## src/rtl/mem_arbiter_pkg.sv

```systemverilog
// rtl/mem_arbiter_pkg.sv - shared types and constants for the memory port arbiter
// Contents: BAD_VAL (read data returned for rejected accesses), arb_state_t, arb_owner_t.
package mem_arbiter_pkg;

    localparam logic [31:0] BAD_VAL = 32'hBAD0_BAD0;

    typedef enum logic [1:0] {
        IDLE,
        ACCESS,
        RESP
    } arb_state_t;

    typedef enum logic {
        OWN_IF,
        OWN_LS
    } arb_owner_t;

endpackage

```

## src/rtl/mem_arb_prio.sv

```systemverilog
// rtl/mem_arb_prio.sv - winner select between IF and LS with IF anti-starvation counter
// Ports:
//   clk, rst_n           clock, asynchronous active-low reset
//   if_req_i, ls_req_i   requests from fetch and load/store
//   idle_i               arbiter is in IDLE; grants are only issued then
//   if_gnt_o, ls_gnt_o   combinational one-hot grant
module mem_arb_prio #(
    parameter int unsigned STARVE_LIMIT = 4
) (
    input  logic clk,
    input  logic rst_n,
    input  logic if_req_i,
    input  logic ls_req_i,
    input  logic idle_i,
    output logic if_gnt_o,
    output logic ls_gnt_o
);

    localparam logic [3:0] LIMIT = 4'(STARVE_LIMIT);

    logic [3:0] starve_cnt_q, starve_cnt_d;
    logic       force_if;

    always_comb begin
        force_if = if_req_i && ls_req_i && (starve_cnt_q >= LIMIT);
        ls_gnt_o = idle_i && ls_req_i && !force_if;
        if_gnt_o = idle_i && if_req_i && (!ls_req_i || force_if);
    end

    // Only IDLE cycles touch the counter, since grants never happen elsewhere.
    always_comb begin
        starve_cnt_d = starve_cnt_q;
        if (idle_i) begin
            if (if_gnt_o || !if_req_i) begin
                starve_cnt_d = 4'd0;
            end else if (ls_gnt_o && starve_cnt_q != 4'hF) begin
                starve_cnt_d = starve_cnt_q + 4'd1;
            end
        end
    end

    always_ff @(posedge clk or negedge rst_n) begin
        if (!rst_n) begin
            starve_cnt_q <= 4'd0;
        end else begin
            starve_cnt_q <= starve_cnt_d;
        end
    end

endmodule

```

## src/rtl/mem_arbiter.sv

```systemverilog
// rtl/mem_arbiter.sv - arbitrates IF and LS onto the single memory data port
// Ports: clk, rst_n; per requester req/we/addr/wdata/be in, gnt/rvalid/rdata/err out;
//        downstream mem_addr/mem_wdata/mem_byte_en/mem_read_req/mem_write_req out, mem_rdata_raw in.
// Optional: MEM_ARB_BOUNDS_CHECK_EN enables the out-of-range check (err/BAD_VAL, no downstream strobe).
module mem_arbiter
    import mem_arbiter_pkg::*;
#(
    parameter int unsigned MEM_SIZE     = 8192,
    parameter int unsigned WAIT_CYCLES  = 0,
    parameter int unsigned STARVE_LIMIT = 4
) (
    input  logic        clk,
    input  logic        rst_n,
    input  logic        if_req,
    input  logic        if_we,
    input  logic [31:0] if_addr,
    input  logic [31:0] if_wdata,
    input  logic [3:0]  if_be,
    input  logic        ls_req,
    input  logic        ls_we,
    input  logic [31:0] ls_addr,
    input  logic [31:0] ls_wdata,
    input  logic [3:0]  ls_be,
    output logic        if_gnt,
    output logic        if_rvalid,
    output logic [31:0] if_rdata,
    output logic        if_err,
    output logic        ls_gnt,
    output logic        ls_rvalid,
    output logic [31:0] ls_rdata,
    output logic        ls_err,
    output logic [31:0] mem_addr,
    output logic [31:0] mem_wdata,
    output logic [3:0]  mem_byte_en,
    output logic        mem_read_req,
    output logic        mem_write_req,
    input  logic [31:0] mem_rdata_raw
);

    localparam logic [3:0]  WAIT_LAST = 4'(WAIT_CYCLES);
    localparam logic [31:0] ADDR_MAX  = 32'(MEM_SIZE - 4);
`ifdef MEM_ARB_BOUNDS_CHECK_EN
    localparam logic BOUNDS_EN = 1'b1;
`else
    localparam logic BOUNDS_EN = 1'b0;
`endif

    arb_state_t  state_q, state_d;
    arb_owner_t  owner_q, owner_d;
    logic        we_q, we_d;
    logic [31:0] addr_q, addr_d;
    logic [31:0] wdata_q, wdata_d;
    logic [3:0]  be_q, be_d;
    logic        bad_q, bad_d;
    logic [3:0]  wait_cnt_q, wait_cnt_d;
    logic [31:0] rdata_q, rdata_d;
    logic        err_q, err_d;

    logic        in_idle, in_access, last_access, in_resp;
    logic        win_we;
    logic [31:0] win_addr, win_wdata;
    logic [3:0]  win_be;

    assign in_idle     = (state_q == IDLE);
    assign in_access   = (state_q == ACCESS);
    assign in_resp     = (state_q == RESP);
    assign last_access = in_access && (wait_cnt_q == WAIT_LAST);

    mem_arb_prio #(.STARVE_LIMIT(STARVE_LIMIT)) u_prio (
        .clk      (clk),
        .rst_n    (rst_n),
        .if_req_i (if_req),
        .ls_req_i (ls_req),
        .idle_i   (in_idle),
        .if_gnt_o (if_gnt),
        .ls_gnt_o (ls_gnt)
    );

    always_comb begin
        win_we    = ls_gnt ? ls_we    : if_we;
        win_addr  = ls_gnt ? ls_addr  : if_addr;
        win_wdata = ls_gnt ? ls_wdata : if_wdata;
        win_be    = ls_gnt ? ls_be    : if_be;
    end

    always_comb begin
        state_d    = state_q;
        owner_d    = owner_q;
        we_d       = we_q;
        addr_d     = addr_q;
        wdata_d    = wdata_q;
        be_d       = be_q;
        bad_d      = bad_q;
        wait_cnt_d = wait_cnt_q;
        rdata_d    = rdata_q;
        err_d      = err_q;
        case (state_q)
            IDLE: begin
                if (if_gnt || ls_gnt) begin
                    state_d    = ACCESS;
                    owner_d    = ls_gnt ? OWN_LS : OWN_IF;
                    we_d       = win_we;
                    addr_d     = win_addr;
                    wdata_d    = win_wdata;
                    be_d       = win_be;
                    bad_d      = BOUNDS_EN && (win_addr > ADDR_MAX);
                    wait_cnt_d = 4'd0;
                end
            end
            ACCESS: begin
                if (last_access) begin
                    state_d = RESP;
                    err_d   = bad_q;
                    if (bad_q) begin
                        rdata_d = BAD_VAL;
                    end else if (we_q) begin
                        rdata_d = 32'd0;
                    end else begin
                        rdata_d = mem_rdata_raw;
                    end
                end else begin
                    wait_cnt_d = wait_cnt_q + 4'd1;
                end
            end
            RESP: begin
                state_d = IDLE;
            end
            default: begin
                state_d = IDLE;
            end
        endcase
    end

    always_ff @(posedge clk or negedge rst_n) begin
        if (!rst_n) begin
            state_q    <= IDLE;
            owner_q    <= OWN_IF;
            we_q       <= 1'b0;
            addr_q     <= 32'd0;
            wdata_q    <= 32'd0;
            be_q       <= 4'd0;
            bad_q      <= 1'b0;
            wait_cnt_q <= 4'd0;
            rdata_q    <= 32'd0;
            err_q      <= 1'b0;
        end else begin
            state_q    <= state_d;
            owner_q    <= owner_d;
            we_q       <= we_d;
            addr_q     <= addr_d;
            wdata_q    <= wdata_d;
            be_q       <= be_d;
            bad_q      <= bad_d;
            wait_cnt_q <= wait_cnt_d;
            rdata_q    <= rdata_d;
            err_q      <= err_d;
        end
    end

    // Write strobe only in the final ACCESS cycle so a write commits exactly once.
    always_comb begin
        mem_addr      = in_access ? addr_q  : 32'd0;
        mem_wdata     = in_access ? wdata_q : 32'd0;
        mem_byte_en   = in_access ? be_q    : 4'd0;
        mem_read_req  = in_access && !we_q && !bad_q;
        mem_write_req = last_access && we_q && !bad_q;
    end

    always_comb begin
        if_rvalid = in_resp && (owner_q == OWN_IF);
        ls_rvalid = in_resp && (owner_q == OWN_LS);
        if_rdata  = if_rvalid ? rdata_q : 32'd0;
        ls_rdata  = ls_rvalid ? rdata_q : 32'd0;
        if_err    = if_rvalid && err_q;
        ls_err    = ls_rvalid && err_q;
    end

endmodule

```

## config.mk

```make
export PLATFORM = sky130hd
export DESIGN_NAME = mem_arbiter
export DESIGN_NICKNAME = d
export VERILOG_FILES = /design/src/rtl/mem_arbiter_pkg.sv /design/src/rtl/mem_arb_prio.sv /design/src/rtl/mem_arbiter.sv
export SDC_FILE = /design/constraint.sdc
export NUM_CORES = 1
export LEC_CHECK = 0
export BUFFER_PORTS_ARGS = -buffer_cell sky130_fd_sc_hd__buf_2
export CORE_MARGIN = 5
export CORE_UTILIZATION = 46
export DETAILED_ROUTE_END_ITERATION = 16
export MAX_ROUTING_LAYER = met4
export PLACE_DENSITY = 0.91
export SYNTH_ARGS = -nofsm -noshare
export SYNTH_HDL_FRONTEND = slang
export SYNTH_HIERARCHICAL = 1
export SYNTH_SLANG_ARGS = --single-unit
```

## constraint.sdc

```tcl
create_clock -name clk -period 2.55 [get_ports clk]
set_clock_uncertainty 0.15 [all_clocks]
set_input_delay 0.1275 -clock clk [delete_from_list [all_inputs] [get_ports clk]]
set_output_delay 0.1275 -clock clk [all_outputs]
set_load 0.05 [all_outputs]
```

* Word level (Yosys, flattened, before mapping) *
Index checks and enable logic that the tools add are counted.

storage, ports and cells
  bits of input ports = 174
  bits in latches = 0
  bits in read-only memories = 0
  logic and storage cells = 66
  memory bits (writable) = 0
  memories kept = 0
  bits in registers = 112
  output and inout bits = 140

operators by class
  bitwise operators = 1
  add/subtract/negate cells = 2
  shifts and indexed selects = 0
  div/mod/pow operators = 0
  multipliers = 0
  mux-type cells = 19
  reduce and logical (&&, ||, !) cells = 28
  equal/unequal tests = 6
  $lt $le $gt $ge = 1

operators with widths
  kind                                                                                  count
  32-bit two-way mux                                                                    7
  4-bit two-way mux                                                                     6
  1-bit logical AND                                                                     12
  4-bit by 1-bit adder with 4-bit output (second input constant)                        2
  4-bit case mux with 2 select lines                                                    1
  2-bit AND reduction                                                                   4
  4-bit by 3-bit greater-or-equal comparator with 1-bit output (second input constant)  1
  1-bit logical NOT                                                                     4
  4-bit logical NOT                                                                     1
  2-bit two-way mux                                                                     2
  2-bit inequality test (second input constant)                                         2
  4-bit inequality test (second input constant)                                         1
  2-bit case mux with 2 select lines                                                    1
  2-bit nonzero test                                                                    2
  1-bit logical OR                                                                      3
  3-bit AND reduction                                                                   1
  2-bit by 1-bit equality test with 1-bit output (second input constant)                1
  2-bit equality test (second input constant)                                           1
  2-bit logical NOT                                                                     1
  1-bit two-way mux                                                                     2
  2-bit by 1-bit inequality test with 1-bit output (second input constant)              1
  1-bit NOT                                                                             1

* Depth between registers and ports, before layout *
Gate-level depths: netlist of the first run.

  word-level depth = 7
  gate-level depth with buffers = 9
  mapped depth without buffers = 7

* Hierarchy *
Netlist of the first run, hierarchy kept.

by module, submodules not included
  module        area each (um^2)  cells an instance  instances  sequential area each (um^2)
  mem_arbiter   5964.5            597                1          2702.6
  mem_arb_prio  215.2             21                 1          100.1

* Worst setup path after synthesis of the first run *
OpenSTA, ideal clock, no wires.

  kind = reg-to-reg
  start = register state_q[0]
  end = register wait_cnt_q[2]
  arrival time = 2544 ps
  clock period less this slack = 2825 ps
  setup slack = -275 ps
  setup time = 131 ps
  path buffers = 2
  stages on the path, launching flop included = 10
  data required time = 2269 ps
  cell sequence = dfrtp_1 or2_1 buf_4 clkinv_2 nand2_1 a21oi_1 nor2_1 clkbuf_2 o221ai_1 o21ai_0

on the way
  longest elaborated chain between the ends = 6
  elaborated cells on any way between the ends = 13
  those cells by class = eq/ne: 3; mux: 1; reduce/logical: 9

ends and longest elaborated chain
  what                             RTL line            text
  start, declared                  mem_arbiter.sv:48   arb_state_t state_q, state_d;
  start signal, assigned           mem_arbiter.sv:147  state_q <= state_d;
  2-bit logical NOT                mem_arbiter.sv:64   assign in_idle = (state_q == IDLE);
  named net in_idle                mem_arbiter.sv:59   logic in_idle, in_access, last_access, in_resp;
  1-bit logical AND (2 in a row)   mem_arb_prio.sv:27  if_gnt_o = idle_i && if_req_i && (!ls_req_i || force_if);
  named net if_gnt                 mem_arbiter.sv:24   output logic if_gnt,
  1-bit logical OR                 mem_arbiter.sv:99   if (if_gnt || ls_gnt) begin
  2-bit inequality test (no line)  -
  3-bit AND reduction (no line)    -
  end signal, assigned             mem_arbiter.sv:154  wait_cnt_q <= wait_cnt_d;
  end, declared                    mem_arbiter.sv:55   logic [3:0] wait_cnt_q, wait_cnt_d;

The timed path passes the listed nets, and every way through them passes these cells.
A chain may end at the register's enable or synchronous reset.

* Worst setup path in the final report of the first run *
  start = register state_q[0]
  end = register addr_q[22]

on the way
  longest elaborated chain between the ends = 5
  elaborated cells on any way between the ends = 8
  those cells by class = mux: 1; reduce/logical: 7

ends and longest elaborated chain
  what                                                      RTL line                                text
  2-bit logical NOT *                                       mem_arbiter.sv:64
  named net in_idle                                         mem_arbiter.sv:59
  1-bit logical AND, on equally long branches (2 in a row)  mem_arb_prio.sv:27, mem_arb_prio.sv:26
  1-bit logical OR                                          mem_arbiter.sv:99
  2-bit AND reduction (no line)                             -
  end signal, assigned                                      mem_arbiter.sv:150                      addr_q <= addr_d;
  end, declared                                             mem_arbiter.sv:51                       logic [31:0] addr_q, addr_d;

The timed path passes the listed nets; every way through them passes the cells marked *.

==> results of run 1 <==
[per-stage QoR]
stage / area, um^2 / worst slack, ps / cells
2_1_floorplan: 6190 / 130 / 619
3_3_place_gp: 7880 / 93.7 / 1067
3_5_place_dp: 7880 / -11.2 / 1067
4_1_cts: 9770 / 2.17 / 1241
5_1_grt: 9820 / 5.54 / 1243
6_report: 9820 / 120 / 1243
[worst reg2reg max path, delay by kind of cell (launching register included)]
family	cells	cell delay (ps)
and+or+nand+nor	3	680
AOI/OAI and AO/OA	3	680
DFF	1	420
buffers and inverters	2	340
[flip-flops by register name, summed over array words and instances, names as in the netlist, 2 cells and up]
name                 cells
u_prio/starve_cnt_q      4
rdata_q                 32
be_q                     4
addr_q                  32
wait_cnt_q               4
state_q                  2
wdata_q                 32
[synth_stat cells (all sizes together)]
master,n
o21ai,143
and2,132
dfrtp,112
mux2i,70
clkbuf,36
nor2b,34
mux2,32
buf,16
inv,6
nand2,5
nand2b,4
and3,3
ha,3
nor2,3
nor3b,3
o22ai,3
nand3,2
a21oi,1
a22o,1
a311o,1
a31o,1
and3b,1
clkinv,1
conb,1
nand4bb,1
nor3,1
o221ai,1
or2,1
[worst paths after layout]
| check | from | to | slack (ps) | depth (start not counted) |
|---|---|---|---|---|
| max in group asynchronous | rst_n | rdata_q[30] | 1330 | 3 |
| hold reg to reg | wdata_q[12] | wdata_q[12] | 350 | 2 |
| setup reg to reg | state_q[0] | addr_q[22] | 120 | 8 |
| min in group asynchronous | rst_n | wdata_q[5] | 180 | 2 |
| hold / removal | mem_rdata_raw[29] | rdata_q[29] | 10 | 3 |
| setup / recovery | state_q[0] | addr_q[22] | 120 | 8 |
[timing repair]
action                     CTS  global route
setup endpoints to repair    6            33
hold endpoints to repair   130             0
resized for setup            0             3
gates cloned                 1             1
pin swaps                    1             0
hold buffers               157             0
[layout make-up]
| cell class | instances | area, um^2 | area share, % |
|---|---|---|---|
| diodes | 1 | 2.50 | 0.0255 |
| clock buffers | 13 | 270 | 2.75 |
| clock inverters | 3 | 47.5 | 0.484 |
| inverters | 7 | 27.5 | 0.280 |
| multi-input cells | 449 | 3150 | 32.1 |
| flip-flops and latches | 112 | 2800 | 28.5 |
| well taps | 176 | 220 | 2.24 |
| repair buffers | 482 | 3300 | 33.6 |
[per-layer routing]
metal | up-vias | GRT usage [%]
li1 | 2988 | -
met1 | 3196 | 34.6
met2 | 505 | 50.1
met3 | 106 | 5.80
met4 | 0 | 15.6
met5 | - | -
[power by group through the flow]
stage	registers [uW]	logic (uW)	clock network, uW
finish	3060	5500	1490
global route	3140	5870	1590
CTS	3000	5260	1520
detailed placement	3030	5040	0
global placement	2980	4920	0
floorplan	2870	3900	0
[kinds of logic after synthesis]
logic type,after synthesis,synth area share [%]
AO/OA/AOI/OAI,151,12.6
AND/OR/NAND/NOR,190,19.6
flip-flops,112,45.4
other,1,0.0607
multiplexers,102,17.2
adder cells (fa/ha/maj),3,0.607
buffers and inverters,59,4.60
==> results.toml, run 1 <==
[synth]
yosys_warnings = 6
synth_top_area_share_pct = 45.4
ys_top_cells_by_area = "dfrtp_1 (45%), and2_1 (13%), mux2i_1 (11%)"
synth_area_um2 = 6180
synth_top_area_cell = "dfrtp_1"
ys_ff_latch = 112
netlist_instances = 618
ys_types = 36
yosysSeqAreaShare_pct = 45.4
synth_area_per_cell_um2 = 10.0

[floorplan]
fp.dieH_um = 126
dieArea_um2 = 15900
ios = 314
core_area_um2 = 13200
row_count = 42
fp.dieW_um = 126
start_util_pct = 46.9

[power]
power.switching_uw = 4810
sw_frac_of_total_pct = 47.9
p_int_uw = 5240
fin_total_pwr_uw = 10000
p_leak_uw = 0.00495
powerDensity_nw_per_um2 = 1020
worst_ir_drop_vdd_v = 0.000701
power_frac_clock_pct = 14.8
pwr-share-seq_pct = 30.4
pwr-share-comb_pct = 54.8

[cts]
clockBufferDepth = 2
cts-root-buf = "clkbuf_16"
clkTransAtPathRegs_ps = 80
clk_latency_ps = 340
cts_setup_buffers = 0
cts-buffers-inserted = 9
numClockSinks = 112
cts_tree = "done"
htreeDepth = 3

[drt]
wl_met1_mm = 8.75
routed_wl_mm = 24.0
met2_wirelength_mm = 11.8
num_vias = 6795
drt_iter0_drc = 551
firstDrtPassIters = 5
postRouteAntennaNets = 0
wl_met3_mm = 2.16
route.detailed.drc = 0
maxUsedRoutingLayer = "met4"
via_per_inst = 5.47
wire_per_inst_um = 19.3

[sta]
rsz0062_at_grt = "false"
fin_crit_sh_pct = 95.3
min_period_ps = 2430
tns_ps = 0
fmax_mhz = 412
setup_viol = 0
tightest_slew_ps = 770
slew_headroom_pct = 48.5
hold_slack_ps = 11.1
hold_viol = 0
drv_slew = 0

[final_layout]
final_util_pct = 74.5
syn_to_final_growth_pct = 58.9
final_cell_mix = "buf_2 (310), dlygate4sd3_1 (157), o21ai_0 (135)"
final_common_cell = "buf_2"
nets = 1238
drive_gt1_share_pct = 36.0
num-fill-cells = 786

[setup_path]
cpMostUsedCell = "o21ai_0"
crit_buf_inv = 2
cp_slowest_stage_delay_ps = 420
endpoint_kind = "flip-flop"
cp_top_family = "simple AND/OR/NAND/NOR gates"
cp.arrival_ps = 2450
cp-start-kind = "flip-flop"
critPathSlowestCell = "dfrtp_1"
crit_fanout = 31
crit_type = "flip-flop to flip-flop"
worstPathRequired_ps = 2570
cp_cell_sequence = "or2_2 -> clkinv_2 -> nand2_1 -> a21oi_4 -> nor2_4 -> buf_4 -> o21ai_0 -> o21ai_0"

[global_route]
gr-usage-all-layers_pct = 30.1
grt_pass1_vias = 7228
antenna_found_initial = 1
grt_overflow = 0
grt_pass1_wl_mm = 37.5
grt_max_degree = 72

[outcome]
outcome = "complete, no violations"

[place]
place_hpwl_mm = 12.8
gp_congestion = 0.868
port_buffers = 311

[hold_path]
hold_class = "primary input to flip-flop"

[job]
drv_cap = 0
Note: power is estimated with default switching activity, not from simulation.
==> run 2, diff against run 1 <==
==> constraint.sdc (replaced) <==
create_clock -name clk -period 2.55 [get_ports clk]
set_clock_uncertainty 0.15 [all_clocks]
set_input_delay 0.255 -clock clk [delete_from_list [all_inputs] [get_ports clk]]
set_output_delay 0.255 -clock clk [all_outputs]
set_load 0.05 [all_outputs]
==> run 2 against run 1 <==
  * Critical path depth is 3 lower
  * Highest routed layer unchanged
  * Hold slack better by 36 ps
  * Maximum frequency is 0.92% lower
  * Utilization is 12 points lower
  * Largest power group unchanged
  * Sequential cell count stayed put
  * Cell area is 16% lower
==> results.toml, run 2 (synthesis gave the netlist of run 1 again) <==
[sta]
tns_ps = 0
min_period_ps = 2450
rsz0062_at_grt = "false"
fmax_mhz = 408
drv_slew = 0
setup_viol = 0
fin_crit_sh_pct = 96.2
hold_viol = 0
slew_headroom_pct = 43.7
tightest_slew_ps = 843

[hold_path]
whs_path_depth = 3
hold_class = "primary input to flip-flop"
holdPathEnd = "wdata_q[6]"
hp-start = "if_wdata[6]"

[setup_path]
crit_fanout = 26
worstReg2RegStart = "state_q[0]"
cp-start-kind = "flip-flop"
crit_type = "flip-flop to output pin"
worstPathRequired_ps = 2140
reg2regPathDepth = 8
endpoint_kind = "output pin"
rrSetupSlack_ps = 160
cp.arrival_ps = 2050
r2r_end = "wdata_q[18]"

[cts]
cts_tree = "done"
clk_latency_ps = 340
cts-root-buf = "clkbuf_16"
numClockSinks = 112
cts-buffers-inserted = 9
clkTransAtPathRegs_ps = 70
htreeDepth = 3
clockBufferDepth = 2

[drt]
route.detailed.drc = 0
routed_wl_mm = 17.4
via_per_inst = 5.12
wire_per_inst_um = 16.0
firstDrtPassIters = 4
postRouteAntennaNets = 0
num_vias = 5560
drt_iter0_drc = 245

[final_layout]
nets = 1081
seqCellArea_um2 = 2800
final_common_cell = "buf_2"
multiInputGateArea_um2 = 3140
final_util_pct = 62.8
reg.largest.list = "addr_q x32, rdata_q x32, wdata_q x32"
num-fill-cells = 1077
final_cell_mix = "buf_2 (309), o21ai_0 (135), and2_1 (132)"
syn_to_final_growth_pct = 34.0
diodes = 0
drive_gt1_share_pct = 42.2

[power]
fin_total_pwr_uw = 9760
p_leak_uw = 0.00431
powerDensity_nw_per_um2 = 1180
worst_ir_drop_vdd_v = 0.000637

[place]
gp_congestion = 0.892
port_buffers = 311
place_hpwl_mm = 13.0

[global_route]
gr-usage-all-layers_pct = 21.6
use_met2_pct = 36.3
grt_pass1_vias = 5597
met1_usage_pct = 25.3
grt_overflow = 0
busiest_layer = "met2"
grt_max_degree = 72
grt_pass1_wl_mm = 27.3
antenna_found_initial = 0
globalRouteMet3Util_pct = 4.57

[floorplan]
fp.dieH_um = 126
dieArea_um2 = 15900
row_count = 42
core_area_um2 = 13200
start_util_pct = 46.9
ios = 314
fp.dieW_um = 126

[job]
drv_cap = 0

[outcome]
outcome = "complete, no violations"
[run 2: per-layer routing]
| metal | vias to the layer above | wire [um] |
|---|---|---|
| li1 | 2674 | - |
| met4 | 0 | 516 |
| met3 | 33 | 1310 |
| met2 | 255 | 8600 |
| met5 | - | 0 |
| met1 | 2598 | 6940 |
[run 2: critical path, cell delays in order, from the launching register on]
cell      delay (ps)
dfrtp_1          420
or2_2            330
clkinv_2         100
and3_4           270
buf_8            270
clkbuf_4         290
[run 2: worst max-delay path by stage]
stage	from	endpoint	slack (ps)
2_1_floorplan	state_q[0]	wait_cnt_q[2]	130
3_3_place_gp	state_q[1]	wdata_q[21]	230
3_5_place_dp	state_q[1]	wdata_q[18]	120
4_1_cts	state_q[0]	ls_gnt	40
5_1_grt	state_q[0]	ls_gnt	10
6_report	state_q[0]	ls_gnt	100
[run 2: final cells by class]
class,instances,share of cell area (%)
repair buffers,325,20.8
flip-flops and latches,112,33.8
multi-input cells,449,37.9
clock inverters,7,1.71
clock buffers,9,2.72
well taps,176,2.66
inverters,7,0.332
[run 2: power by group]
group	internal (uW)	switching [uW]
sequential	2590	406
clock	1060	647
combinational	1620	3420
total	5280	4480
[run 2: what timing repair did]
item / 4_1_cts / 5_1_grt
setup endpoints to repair: 1 / 20
pin swaps: 0 / 1
gates cloned: 0 / 1
buffers inserted: 0 / 0
endpoints found under the hold margin: 41 / 0
hold buffers: 1 / 0
gates resized for setup: 1 / 2
[run 2: metrics by stage]
stage	cells	hold slack (ps)	cell area, um^2	setup WS [ps]
global placement	1067	128	7890	229
CTS	1084	32.0	8270	43.5
finish	1085	47.4	8280	97.5
global route	1085	47.6	8280	11.3
floorplan	619	-191	6190	130
detailed placement	1067	130	7890	124
==> run 3, diff against run 2 <==
--- a/config.mk
+++ b/config.mk
@@ -6,11 +6,14 @@
 export NUM_CORES = 1
 export LEC_CHECK = 0
 export BUFFER_PORTS_ARGS = -buffer_cell sky130_fd_sc_hd__buf_2
+export CELL_PAD_IN_SITES_DETAIL_PLACEMENT = 1
+export CELL_PAD_IN_SITES_GLOBAL_PLACEMENT = 1
+export CORE_ASPECT_RATIO = 1.75
 export CORE_MARGIN = 5
-export CORE_UTILIZATION = 46
+export CORE_UTILIZATION = 34
 export DETAILED_ROUTE_END_ITERATION = 16
 export MAX_ROUTING_LAYER = met4
-export PLACE_DENSITY = 0.91
+export PLACE_DENSITY = 0.92
 export SYNTH_ARGS = -nofsm -noshare
 export SYNTH_HDL_FRONTEND = slang
 export SYNTH_HIERARCHICAL = 1
==> run 3 against run 2 <==
  * Sequential cell count is the same
  * Final cell count increased by 5.3%
  * Global-route usage decreased by 2.0 points
  * Routed wire length up 19%
  * Highest routed layer unchanged
  * Worst setup slack improved by 53 ps
  * Clock power fell by 19%
==> results.toml, run 3 (synthesis gave the netlist of run 1 again) <==
[sta]
hold_slack_ps = 37.5
tightest_slew_ps = 654
fin_crit_sh_pct = 94.1
slew_headroom_pct = 56.4
fmax_mhz = 417
tns_ps = 0
rsz0062_at_grt = "false"
hold_viol = 0
min_period_ps = 2400
drv_slew = 0
setup_viol = 0

[setup_path]
endpoint_kind = "output pin"
cp_cell_sequence = "or2_2 -> clkinv_2 -> and3_4 -> buf_8 -> buf_4"
cp.arrival_ps = 1990
cp_slowest_stage_delay_ps = 420
cp-start-kind = "flip-flop"
cp_top_family = "simple AND/OR/NAND/NOR gates"
crit_type = "flip-flop to output pin"
crit_fanout = 20
critPathSlowestCell = "dfrtp_1"
crit_buf_inv = 3
worstPathRequired_ps = 2140

[global_route]
grt_max_degree = 72
gr-usage-all-layers_pct = 19.6
grt_overflow = 0
grt_pass1_vias = 6119
antenna_found_initial = 0
grt_pass1_wl_mm = 32.3

[floorplan]
ios = 314
row_count = 65
start_util_pct = 34.4
fp.dieW_um = 112
dieArea_um2 = 21100
core_area_um2 = 18000
fp.dieH_um = 188

[power]
p_leak_uw = 0.00428
worst_ir_drop_vdd_v = 0.000434
fin_total_pwr_uw = 9540
power.switching_uw = 4620
pwr-share-comb_pct = 53.9
p_int_uw = 4920
pwr-share-seq_pct = 31.6
powerDensity_nw_per_um2 = 1150
power_frac_clock_pct = 14.5
sw_frac_of_total_pct = 48.4

[cts]
numClockSinks = 112
cts-root-buf = "clkbuf_16"
clkTransAtPathRegs_ps = 80
cts-buffers-inserted = 9
cts_tree = "done"
clk_latency_ps = 350
clockBufferDepth = 2
htreeDepth = 3
cts_setup_buffers = 0

[final_layout]
num-fill-cells = 2157
diodes = 0
seqCellArea_um2 = 2800
reg.largest.list = "addr_q x32, rdata_q x32, wdata_q x32"
final_common_cell = "buf_2"
final_cell_area_um2 = 8270
nets = 1080
multiInputGateArea_um2 = 3130
drive_gt1_share_pct = 42.2
final_cell_mix = "buf_2 (309), o21ai_0 (135), and2_1 (132)"
final_util_pct = 46.0
syn_to_final_growth_pct = 33.8

[place]
gp_congestion = 0.805
place_area_um2 = 7960
port_buffers = 311
place_hpwl_mm = 16.0

[job]
drv_cap = 0

[hold_path]
hold_class = "primary input to flip-flop"

[drt]
drt_iter0_drc = 182
firstDrtPassIters = 5
postRouteAntennaNets = 0
num_vias = 5568
route.detailed.drc = 0
wire_per_inst_um = 18.0
via_per_inst = 4.88
routed_wl_mm = 20.6

[outcome]
outcome = "complete, no violations"
==> run 3: cell count changes in the layout (fill, tap and decap cells not counted), sizes merged <==
cell / before / now
bufinv: 4 / 0
inv: 7 / 10
buf: 323 / 324
clkinv: 2 / 3
clkinvlp: 1 / 0
nor2: 4 / 3
==> run 3: stage by stage <==
step                      setup slack [ps]  instances
after detailed placement               225       1125
after CTS                             86.0       1142
final                                  150       1142
after floorplan                        130        619
after global routing                  32.7       1142
after global placement                 358       1125
==> run 3: power by group through the flow <==
stage          registers, uW  clock network, uW  logic, uW
6_report                3010               1390       5140
2_1_floorplan           2870                  0       3900
4_1_cts                 3020               1450       5230
5_1_grt                 3120               1510       5580
3_3_place_gp            2970                  0       5020
3_5_place_dp            3050                  0       5210
==> run 3: final timing paths <==
| kind | from | to | slack [ps] | cells after the start |
|---|---|---|---|---|
| worst max-delay path | state_q[0] | ls_gnt | 150 | 5 |
| worst min-delay path | if_wdata[22] | wdata_q[22] | 40 | 3 |
| worst max register to register | state_q[0] | wdata_q[17] | 230 | 8 |
| worst min register to register | wdata_q[28] | wdata_q[28] | 350 | 2 |
| max in group asynchronous | rst_n | wdata_q[21] | 1200 | 3 |
| min in group asynchronous | rst_n | rdata_q[7] | 290 | 2 |
==> run 3: area by class of cell <==
cell class / instances / area share, %
Clock buffer: 10 / 2.89
Clock inverter: 6 / 0.575
Inverter: 7 / 0.333
Multi-Input combinational cell: 448 / 37.9
Sequential cell: 112 / 33.9
Tap cell: 234 / 3.54
Timing Repair Buffer: 325 / 20.9
==> run 3: layer usage <==
| layer | wire (um) | track usage [%] | vias up |
|---|---|---|---|
| met2 | 11800 | 37.1 | 177 |
| met4 | 479 | 6.46 | 0 |
| met1 | 7470 | 20.7 | 2707 |
| met5 | 0 | - | - |
| met3 | 885 | 2.54 | 25 |
| li1 | - | - | 2659 |
==> run 3: tightest hold or removal path, delay by kind of cell <==
| family | cells | cell delay [ps] |
|---|---|---|
| mux | 1 | 50 |
| compound gates | 1 | 130 |
| buf+inv | 1 | 70 |
==> run 3: repair_timing <==
item | CTS | global route
resized for setup | 2 | 1
setup endpoints to repair | 1 | 1
endpoints found under the hold margin | 37 | 0
hold buffers | 1 | 0
cloned | 0 | 0
